**src/rtl/task_4_pkg.sv**
```systemverilog
// Shared types and sizing helpers for the task 4 ingress buffer.
package task_4_pkg;

  typedef enum logic [2:0] {
    s_IDLE    = 3'd0,
    s_RECEIVE = 3'd1,
    s_DISCARD = 3'd2,
    s_FLUSH   = 3'd3,
    s_DRAIN   = 3'd4
  } task_input_enum;

  function automatic int cnt_width(input int num_words);
    return $clog2(num_words + 1);
  endfunction

  function automatic int fifo_addr_width(input int num_words);
    return (num_words > 1) ? $clog2(num_words) : 1;
  endfunction

endpackage

```
**src/rtl/task_4_in_fifo.sv**
```systemverilog
// Synchronous first-word-fall-through FIFO; o_dout always shows the head entry.
module task_4_in_fifo #(
  parameter int DATA_WIDTH = 8,
  parameter int ADDR_WIDTH = 7
) (
  input  logic                  i_clk,
  input  logic                  i_clear,
  input  logic                  i_wr_en,
  input  logic [DATA_WIDTH-1:0] i_din,
  input  logic                  i_rd_en,
  output logic [DATA_WIDTH-1:0] o_dout,
  output logic                  o_empty,
  output logic                  o_full
);

  localparam int DEPTH = 1 << ADDR_WIDTH;

  logic [DATA_WIDTH-1:0] r_mem [DEPTH];
  logic [ADDR_WIDTH-1:0] r_wr_ptr;
  logic [ADDR_WIDTH-1:0] r_rd_ptr;
  logic [ADDR_WIDTH:0]   r_count;
  logic                  w_wr;
  logic                  w_rd;

  assign o_empty = (r_count == {(ADDR_WIDTH+1){1'b0}});
  assign o_full  = (r_count == (ADDR_WIDTH+1)'(DEPTH));
  assign w_wr    = i_wr_en && !o_full;
  assign w_rd    = i_rd_en && !o_empty;
  assign o_dout  = r_mem[r_rd_ptr];

  // Storage array, left without reset so it can map onto RAM.
  always_ff @(posedge i_clk) begin
    if (w_wr) begin
      r_mem[r_wr_ptr] <= i_din;
    end
  end

  always_ff @(posedge i_clk) begin
    if (i_clear) begin
      r_wr_ptr <= {ADDR_WIDTH{1'b0}};
      r_rd_ptr <= {ADDR_WIDTH{1'b0}};
      r_count  <= {(ADDR_WIDTH+1){1'b0}};
    end else begin
      if (w_wr) begin
        r_wr_ptr <= r_wr_ptr + ADDR_WIDTH'(1);
      end
      if (w_rd) begin
        r_rd_ptr <= r_rd_ptr + ADDR_WIDTH'(1);
      end
      case ({w_wr, w_rd})
        2'b10:   r_count <= r_count + (ADDR_WIDTH+1)'(1);
        2'b01:   r_count <= r_count - (ADDR_WIDTH+1)'(1);
        default: r_count <= r_count;
      endcase
    end
  end

endmodule

```
**src/rtl/task_4_in.sv**
```systemverilog
// Task 4 ingress buffer: stores a whole NUM_WORDS packet from the manager,
// then replays it to the core; wrong-length packets are dropped and flagged.
module task_4_in
  import task_4_pkg::*;
#(
  parameter int DATA_WIDTH = 8,
  parameter int NUM_WORDS  = 81
) (
  input  logic                  i_clk,
  input  logic                  i_rst,
  input  logic [DATA_WIDTH-1:0] i_tmanager_data,
  input  logic                  i_tmanager_valid,
  input  logic                  i_tmanager_last,
  output logic                  o_ttask_ready,
  output logic [DATA_WIDTH-1:0] o_data,
  output logic                  o_data_valid,
  input  logic                  i_core_ready,
  output logic                  o_input_last,
  output logic                  o_busy,
  output logic                  o_pkt_error
);

  localparam int             CW     = cnt_width(NUM_WORDS);
  localparam int             AW     = fifo_addr_width(NUM_WORDS);
  localparam logic [CW-1:0]  LP_N   = CW'(NUM_WORDS);
  localparam logic [CW-1:0]  LP_ONE = CW'(1);

  task_input_enum        r_state;
  task_input_enum        w_next;
  logic [CW-1:0]         r_cnt;
  logic                  w_accept;
  logic                  w_read;
  logic                  w_wr_en;
  logic                  w_fifo_wr;
  logic                  w_clear;
  logic                  w_empty;
  logic                  w_full;
  logic                  w_cnt_hit;
  logic [DATA_WIDTH-1:0] w_dout;

  assign o_ttask_ready = (r_state == s_IDLE) || (r_state == s_RECEIVE) || (r_state == s_DISCARD);
  assign o_data_valid  = (r_state == s_DRAIN) && !w_empty;
  assign o_input_last  = o_data_valid && (r_cnt == LP_ONE);
  assign o_busy        = (r_state != s_IDLE);
  assign o_pkt_error   = (r_state == s_FLUSH);
  assign o_data        = o_data_valid ? w_dout : {DATA_WIDTH{1'b0}};

  assign w_accept  = i_tmanager_valid && o_ttask_ready;
  assign w_read    = o_data_valid && i_core_ready;
  assign w_cnt_hit = ((r_cnt + LP_ONE) == LP_N);
  assign w_fifo_wr = w_wr_en && !w_full;
  // Reset also empties the FIFO so no stale words survive a mid-packet reset.
  assign w_clear   = i_rst || (r_state == s_FLUSH);

  always_ff @(posedge i_clk) begin
    if (i_rst) begin
      r_state <= s_IDLE;
    end else begin
      r_state <= w_next;
    end
  end

  always_comb begin
    w_next  = r_state;
    w_wr_en = 1'b0;
    case (r_state)
      s_IDLE: begin
        if (w_accept) begin
          w_wr_en = 1'b1;
          if (NUM_WORDS == 1) begin
            w_next = i_tmanager_last ? s_DRAIN : s_DISCARD;
          end else begin
            w_next = i_tmanager_last ? s_FLUSH : s_RECEIVE;
          end
        end else begin
          w_next = s_IDLE;
        end
      end
      s_RECEIVE: begin
        if (w_accept) begin
          w_wr_en = 1'b1;
          if (i_tmanager_last) begin
            w_next = w_cnt_hit ? s_DRAIN : s_FLUSH;
          end else if (w_cnt_hit) begin
            w_next = s_DISCARD;
          end else begin
            w_next = s_RECEIVE;
          end
        end else begin
          w_next = s_RECEIVE;
        end
      end
      s_DISCARD: begin
        if (w_accept && i_tmanager_last) begin
          w_next = s_FLUSH;
        end else begin
          w_next = s_DISCARD;
        end
      end
      s_FLUSH: w_next = s_IDLE;
      s_DRAIN: begin
        if (w_read && (r_cnt == LP_ONE)) begin
          w_next = s_IDLE;
        end else begin
          w_next = s_DRAIN;
        end
      end
      default: w_next = s_IDLE;
    endcase
  end

  // r_cnt tracks words held in the FIFO; discarded words are not counted.
  always_ff @(posedge i_clk) begin
    if (i_rst || (r_state == s_FLUSH)) begin
      r_cnt <= {CW{1'b0}};
    end else if (w_wr_en) begin
      r_cnt <= (r_state == s_IDLE) ? LP_ONE : (r_cnt + LP_ONE);
    end else if (w_read) begin
      r_cnt <= r_cnt - LP_ONE;
    end else begin
      r_cnt <= r_cnt;
    end
  end

  task_4_in_fifo #(
    .DATA_WIDTH (DATA_WIDTH),
    .ADDR_WIDTH (AW)
  ) u_fifo (
    .i_clk   (i_clk),
    .i_clear (w_clear),
    .i_wr_en (w_fifo_wr),
    .i_din   (i_tmanager_data),
    .i_rd_en (w_read),
    .o_dout  (w_dout),
    .o_empty (w_empty),
    .o_full  (w_full)
  );

endmodule

```
**config.mk**
```make
export PLATFORM = sky130hd
export DESIGN_NAME = task_4_in
export DESIGN_NICKNAME = d
export VERILOG_FILES = /design/src/rtl/task_4_pkg.sv /design/src/rtl/task_4_in_fifo.sv /design/src/rtl/task_4_in.sv
export SDC_FILE = /design/constraint.sdc
export NUM_CORES = 1
export LEC_CHECK = 0
export BUFFER_PORTS_ARGS = -buffer_cell sky130_fd_sc_hd__buf_2
export CAP_MARGIN = 10
export CORE_MARGIN = 4
export CORE_UTILIZATION = 39
export DETAILED_ROUTE_END_ITERATION = 7
export HOLD_SLACK_MARGIN = 0.15
export PLACE_DENSITY = 0.51
export SYNTH_ARGS = -nofsm -noshare
export SYNTH_HDL_FRONTEND = slang
export SYNTH_HIERARCHICAL = 1
export SYNTH_SLANG_ARGS = --single-unit
```
**constraint.sdc**
```tcl
create_clock -name i_clk -period 6.48 [get_ports i_clk]
set_input_delay 0.648 -clock i_clk [delete_from_list [all_inputs] [get_ports i_clk]]
set_output_delay 0.648 -clock i_clk [all_outputs]
set_load 0.005 [all_outputs]
```
# ---- Yosys cells after proc, flatten, opt, wreduce, memory -nomap -nowiden
# Memories as Yosys holds them, arrays and structs flattened. A register that Yosys moved wholly into a read port is not among the register bits.
# Cells that the tools add are included.
dict set report word_totals {
  register_bits 32
  ram_bits 1024
  input_bits 13
  output_inout_bits 13
  wordCells 61
  memories 1
}
dict set report op_classes {
  add_sub_neg 6
  n_eq_ne 9
  mux 20
  reduce_logical 20
}
# name words word_bits rd rd_ports_with_merged_regs wr line
set memory_table {}
lappend memory_table {u_fifo.r_mem 128 8 1 1 1 task_4_in_fifo.sv:18} ;# logic [DATA_WIDTH-1:0] r_mem [DEPTH];
# cell count
set op_table {}
lappend op_table {{$mux W7} 5}
lappend op_table {{$add A7 B1 Y7 const B} 3}
lappend op_table {{$pmux W8 S2} 1}
lappend op_table {{$mux W3} 4}
lappend op_table {{$pmux W3 S4} 1}
lappend op_table {{$logic_and A1 B1 Y1} 9}
lappend op_table {{$add A8 B1 Y8 const B} 1}
lappend op_table {{$eq A8 B8 Y1 const B} 1}
lappend op_table {{$logic_not A8 Y1} 1}
lappend op_table {{$mux W8} 1}
lappend op_table {{$sub A8 B1 Y8 const B} 1}
lappend op_table {{$eq A7 B1 Y1 const B} 1}
lappend op_table {{$eq A7 B7 Y1 const B} 1}
lappend op_table {{$sub A7 B1 Y7 const B} 1}
lappend op_table {{$eq A3 B2 Y1 const B} 2}
lappend op_table {{$mux W2} 3}
lappend op_table {{$mux W1} 5}
lappend op_table {{$reduce_bool A2 Y1} 2}
lappend op_table {{$eq A3 B1 Y1 const B} 1}
lappend op_table {{$eq A3 B3 Y1 const B} 1}
lappend op_table {{$logic_not A3 Y1} 1}
lappend op_table {{$logic_or A1 B1 Y1} 3}
lappend op_table {{$reduce_bool A3 Y1} 1}
lappend op_table {{$eq A2 B1 Y1 const B} 1}
lappend op_table {{other kinds (3)} 4}

# ---- Longest topological paths before layout
dict set report depth {
  ltp_word 10
  ltp_mapped 16
  mapped_depth_nobuf 14
}

# ---- By module
# The synthesis kept the hierarchy.
# module n_inst cells_each area_each_um2 seq_area_each_um2
set modules_own_cells {}
lappend modules_own_cells {task_4_in_fifo 1 2094 40879.2 31330.0}
lappend modules_own_cells {task_4_in 1 122 938.4 200.2}

# ---- Worst setup path after synthesis
# No wires, ideal clock.
dict set report synth_timing {
  path_type {input -> register}
  from {in i_tmanager_valid}
  to {reg u_fifo.r_count[6]}
  t_arrival_ps 3299
  t_required_ps 6352
  slack_ps 3054
  stages 14
  path_buffers 2
  path_cell_list {or3b_1 -> buf_2 -> nor2_1 -> nand2_1 -> ha_1 -> buf_2 -> xor2_1 -> ha_1 -> a21oi_1 -> o21ai_0 -> a2111o_1 -> a21oi_1 -> xnor2_1 -> nor2_1}
}
dict set report synth_between {
  elab_chain_len 7
  elab_cells_between_ends 9
  classes_between {2 x eq/ne; 3 x mux; 4 x reduce/logical}
}
# element line
set synth_lines {}
lappend synth_lines {{start: declaration} task_4_in.sv:12} ;# input logic i_tmanager_valid,
lappend synth_lines {{$logic_and A1 B1 Y1 *} task_4_in.sv:48} ;# assign w_accept = i_tmanager_valid && o_ttask_ready;
lappend synth_lines {{$mux W1 *} {task_4_in.sv:68, task_4_in.sv:80}}
lappend synth_lines {{$mux W1 *} n/a}
lappend synth_lines {{$logic_and A1 B1 Y1 *} task_4_in.sv:51} ;# assign w_fifo_wr = w_wr_en && !w_full;
lappend synth_lines {{named net w_fifo_wr} task_4_in.sv:34} ;# logic w_fifo_wr;
lappend synth_lines {{$logic_and A1 B1 Y1 *} task_4_in_fifo.sv:27} ;# assign w_wr = i_wr_en && !o_full;
lappend synth_lines {{$eq A2 B1 Y1 / $eq A2 B2 Y1 (equally long branches)} task_4_in_fifo.sv:50} ;# case ({w_wr, w_rd})
lappend synth_lines {{$pmux W8 S2 / $reduce_bool A2 Y1 (equally long branches)} n/a}
lappend synth_lines {{end signal: assignment} task_4_in_fifo.sv:51} ;# 2'b10: r_count <= r_count + (ADDR_WIDTH+1)'(1);
lappend synth_lines {{end signal: assignment} task_4_in_fifo.sv:52} ;# 2'b01: r_count <= r_count - (ADDR_WIDTH+1)'(1);
lappend synth_lines {{end signal: assignment} task_4_in_fifo.sv:53} ;# default: r_count <= r_count;
lappend synth_lines {{end: declaration} task_4_in_fifo.sv:21} ;# logic [ADDR_WIDTH:0] r_count;
# Mark *: on every way through the listed nets, which the timed path passes. The rest lies on a longest branch.
# A chain may end at the register's enable or synchronous reset.

==> metrics.md <==
| Metric | Value |
|---|---|
| Vias in the first global route | 21.3k |
| Core Area | 0.106 mm^2 |
| Sw Ratio | 0.201 |
| Peak supply drop | 0.220 mV |
| Setup TNS | 0 ps |
| Post-synthesis sequential area ratio | 0.754 |
| Relative slew slack | 0.265 |
| Max frequency | just over 0.2 GHz |
| Layout area overhead | 12.6% |
| Num CTS Buffers | 110 |
| Initial antenna violation count | 2 |
| Vias/cell | 5.58 |
| # hold bufs at CTS | 0 |
| Cells after Synth | 2,216 |
| Clock slew at reported path FFs | about 60 ps |
| # IOs | 26 |
| Critical path arrival | 4250 ps |
| Crit-path max cell delay | between 800 and 900 ps |
| Syn Area/Cell | between 15 and 20 um^2 |
| IO Port Bufs | 25 |
| DIE AREA | 0.113 mm^2 |
| FF+latch area | 0.0315 mm^2 |
| ANT cells | 0 |
| DR vias | about 21k |
| Crit start category | register |
| Total GRT Usage | 0.180 |
| CP bufs+invs | 2 |
| Lkg Pwr | ~14 nW |
| First-pass GRT wire length | 148,000 um |
| CP Max Fanout | 72 |
| Power Total | 14.4 mW |
| Layout Skew | 30.8 ps |
| Htree depth | 3 |
| Outcome | finished clean |
| Post-DR wirelength/cell | 27.2 um |
| Synth Register Bits | around 1.1k |
| Post-CTS setup repair buffer count | 0 |
| Utilization after layout | 0.445 |
| Fin. Hold Viols | 0 |
| Final cycle utilization of the critical path | 0.757 |
| Fill cell count | 9,003 |
| Clk pwr share | 0.452 |
| Post-synth EDFFs | ~1.0k |
| Die height | about 340 um |
| Synth area leaders | edfxtp_1, mux4_2, mux2i_1, dfxtp_1, nor2_1 |
| 1st-iter DRT viols | 1,811 |
| Area of the multi-input gates | 0.00963 mm^2 |
| Post_cts resized | 0 |
| Sequential share of power | 0.528 |
| Initial Util | 0.395 |
| Antenna Nets Post-Route | 0 |
| DRT Pass-1 Iters | 7 |
| Final routed DRC violation total | 0 |
| Synth top area share | 0.735 |
| Reg2reg path depth | 5 |
| Row Count | 119 |
| Commonest non-fill, non-tap cell in the layout | edfxtp_1 |
| Largest net degree at the start of global routing | 113 |
| Cell Area, Synth | 0.0418 mm^2 |
| Worst hold start | i_rst |
| Clk_lat worst skew | slightly below 700 ps |
| Final setup violation count | 0 |
| Nets | 2,274 |
| WL final | 102,000 um |
| Worst flop-to-flop path endpoint | u_fifo/r_mem[87][2]$_DFFE_PP_ |
| Worst hold path class | input port to register |
| Global route overflow | 0 |
| Crit end category | output pin |
| TritonCTS clock tree | yes |
| Delay-heaviest family, CP | flip-flops |
| Root Buffer | clkbuf_16 |
| Min-Delay Endpoint | r_state[1]$_SDFF_PP0_ |
| Max-slew violations | 0 |
| Hold path depth | 2 |
| Synth warnings | 6 |
| Kind of critical path | register to output pin |
| Worst path slowest cell | dfxtp_4 |
| Comb pwr share | 0.021 |
| Synth Flop Type | edfxtp_1 |
| RSZ-0062 raised after global routing | no |
| Final setup margin | between 1500 and 2000 ps |
| Clk sinks | 1,063 |
| P_int | 11.5 mW |
| Least-Margin Pin Slew | 1100 ps |
| Dpl hpwl | a little under 60,000 um |
| R2R Setup Slk | 2540 ps |
| Chip width | 335 um |
| GPL Wtd Cong | between 0.8 and 0.9 |
| Layout cell share with drive strength beyond 1 | 0.184 |
| Tmin final | just under 5000 ps |
| Post-synthesis cell type with the largest combined area | edfxtp_1 |
| Most frequent cells in the layout | edfxtp_1, mux4_2, nor2_1, mux2i_1, nand2_1 |
| Switching power | 2.89 mW |
| Critical-path cell list | buf_12, mux4_2, a211oi_1, nand2_1, nand3_1, nor4_1, and2_1, buf_2 |
| Number of library cell types mapped by synthesis | 70 |
| Clock Path Buffers | 3 |
| RR Startpoint | r_state[1]$_SDFF_PP0_ |
| WP data required | between 5000 and 6000 ps |
| Pre-CTS setup slack | about 2200 ps |
| Pwr per Cell Area | 305 mW/mm^2 |
| # Max-Cap Violations | 0 |
| Async SR Flop Fraction | 0 |
| Mapped Nets | 2,238 |
==> worst max path at each step <==
stage	start	to	slack (ps)	cells after the start
4_1_cts	register	o_data[5]	1440	8
6_report	register	o_data[5]	1580	8
2_1_floorplan	i_tmanager_valid	u_fifo/r_count[6]$_SDFFE_PP0P_	3050	14
5_1_grt	register	o_data[5]	1130	8
3_3_place_gp	register	o_data[5]	2130	8
3_5_place_dp	register	o_data[5]	2190	8
==> sequential cells by signal (all words and copies together) (netlist names), named ones only <==
name / cells
u_fifo/r_count: 8
u_fifo/r_wr_ptr: 7
u_fifo/r_mem: 1024
r_state: 3
u_fifo/r_rd_ptr: 7
r_cnt: 7
==> cells by family (layout without fill, tap and decap cells) <==
group / Yosys count / after routing / share of synthesized area
simple gates: 416 / 416 / 0.0457
compound gates: 250 / 250 / 0.0423
flops: 1063 / 1063 / 0.754
mux: 322 / 322 / 0.135
xor+xnor: 20 / 20 / 0.00419
fa+ha+maj: 10 / 10 / 0.00293
buf+inv: 135 / 266 / 0.0163
==> worst register-to-register path, delay by kind of cell (launching register included) <==
kind / cells / cell delay (ps)
and+or+nand+nor: 5 / 3130
DFF: 1 / 470
==> final cells by class <==
cell class	count	area share
clock buffers	127	0.0611
repair buffers	49	0.00824
well taps	1391	0.0370
clock inverters	80	0.0188
flip-flops and latches	1063	0.670
multi-input cells	1018	0.204
inverters	10	0.000797
==> power by group through the flow <==
stage | sequential [mW] | clock [mW] | combinational, mW
4_1_cts | 7.58 | 6.64 | 0.303
3_3_place_gp | 7.72 | 0 | 0.298
2_1_floorplan | 7.71 | 0 | 0.116
6_report | 7.58 | 6.49 | 0.297
3_5_place_dp | 7.72 | 0 | 0.303
5_1_grt | 7.58 | 6.96 | 0.324
==> metal layers <==
metal	share of wire	vias to the layer above	track usage
li1	-	9097	-
met1	0.43	11000	0.252
met2	0.48	643	0.290
met3	0.063	131	0.0365
met4	0.022	0	0.0506
met5	0	-	0
==> Yosys cell counts, types with 3 or more instances <==
cell      instances
nor2_1          169
ha_1              9
inv_1            10
buf_6             3
and2_1           12
nand2b_1          5
buf_1             5
clkbuf_1         40
edfxtp_1       1024
nand3b_1          7
a21o_1            3
and3_1            4
nand2_1         122
xnor2_1           7
o21ai_0          19
nor4_1           10
a22oi_1          65
buf_4            23
nand3_1          24
dfxtp_1          39
nand4_1           3
mux2i_1         130
nor2b_1           9
mux4_2          192
buf_2            54
nor3b_1           3
a211oi_1         60
or3_1             5
a21oi_1          17
nor3_1           19
o22ai_1          59
xor2_1           13
==> per-stage QoR <==
step                      cell area, um^2  instances  hold WS (ps)
after floorplan                     41800       2216           485
after global placement              43300       3531           521
after detailed placement            43300       3531           524
after CTS                           47100       3738           154
after global routing                47100       3738           183
final                               47100       3738           197
Note: power is estimated with default switching activity, not from simulation.
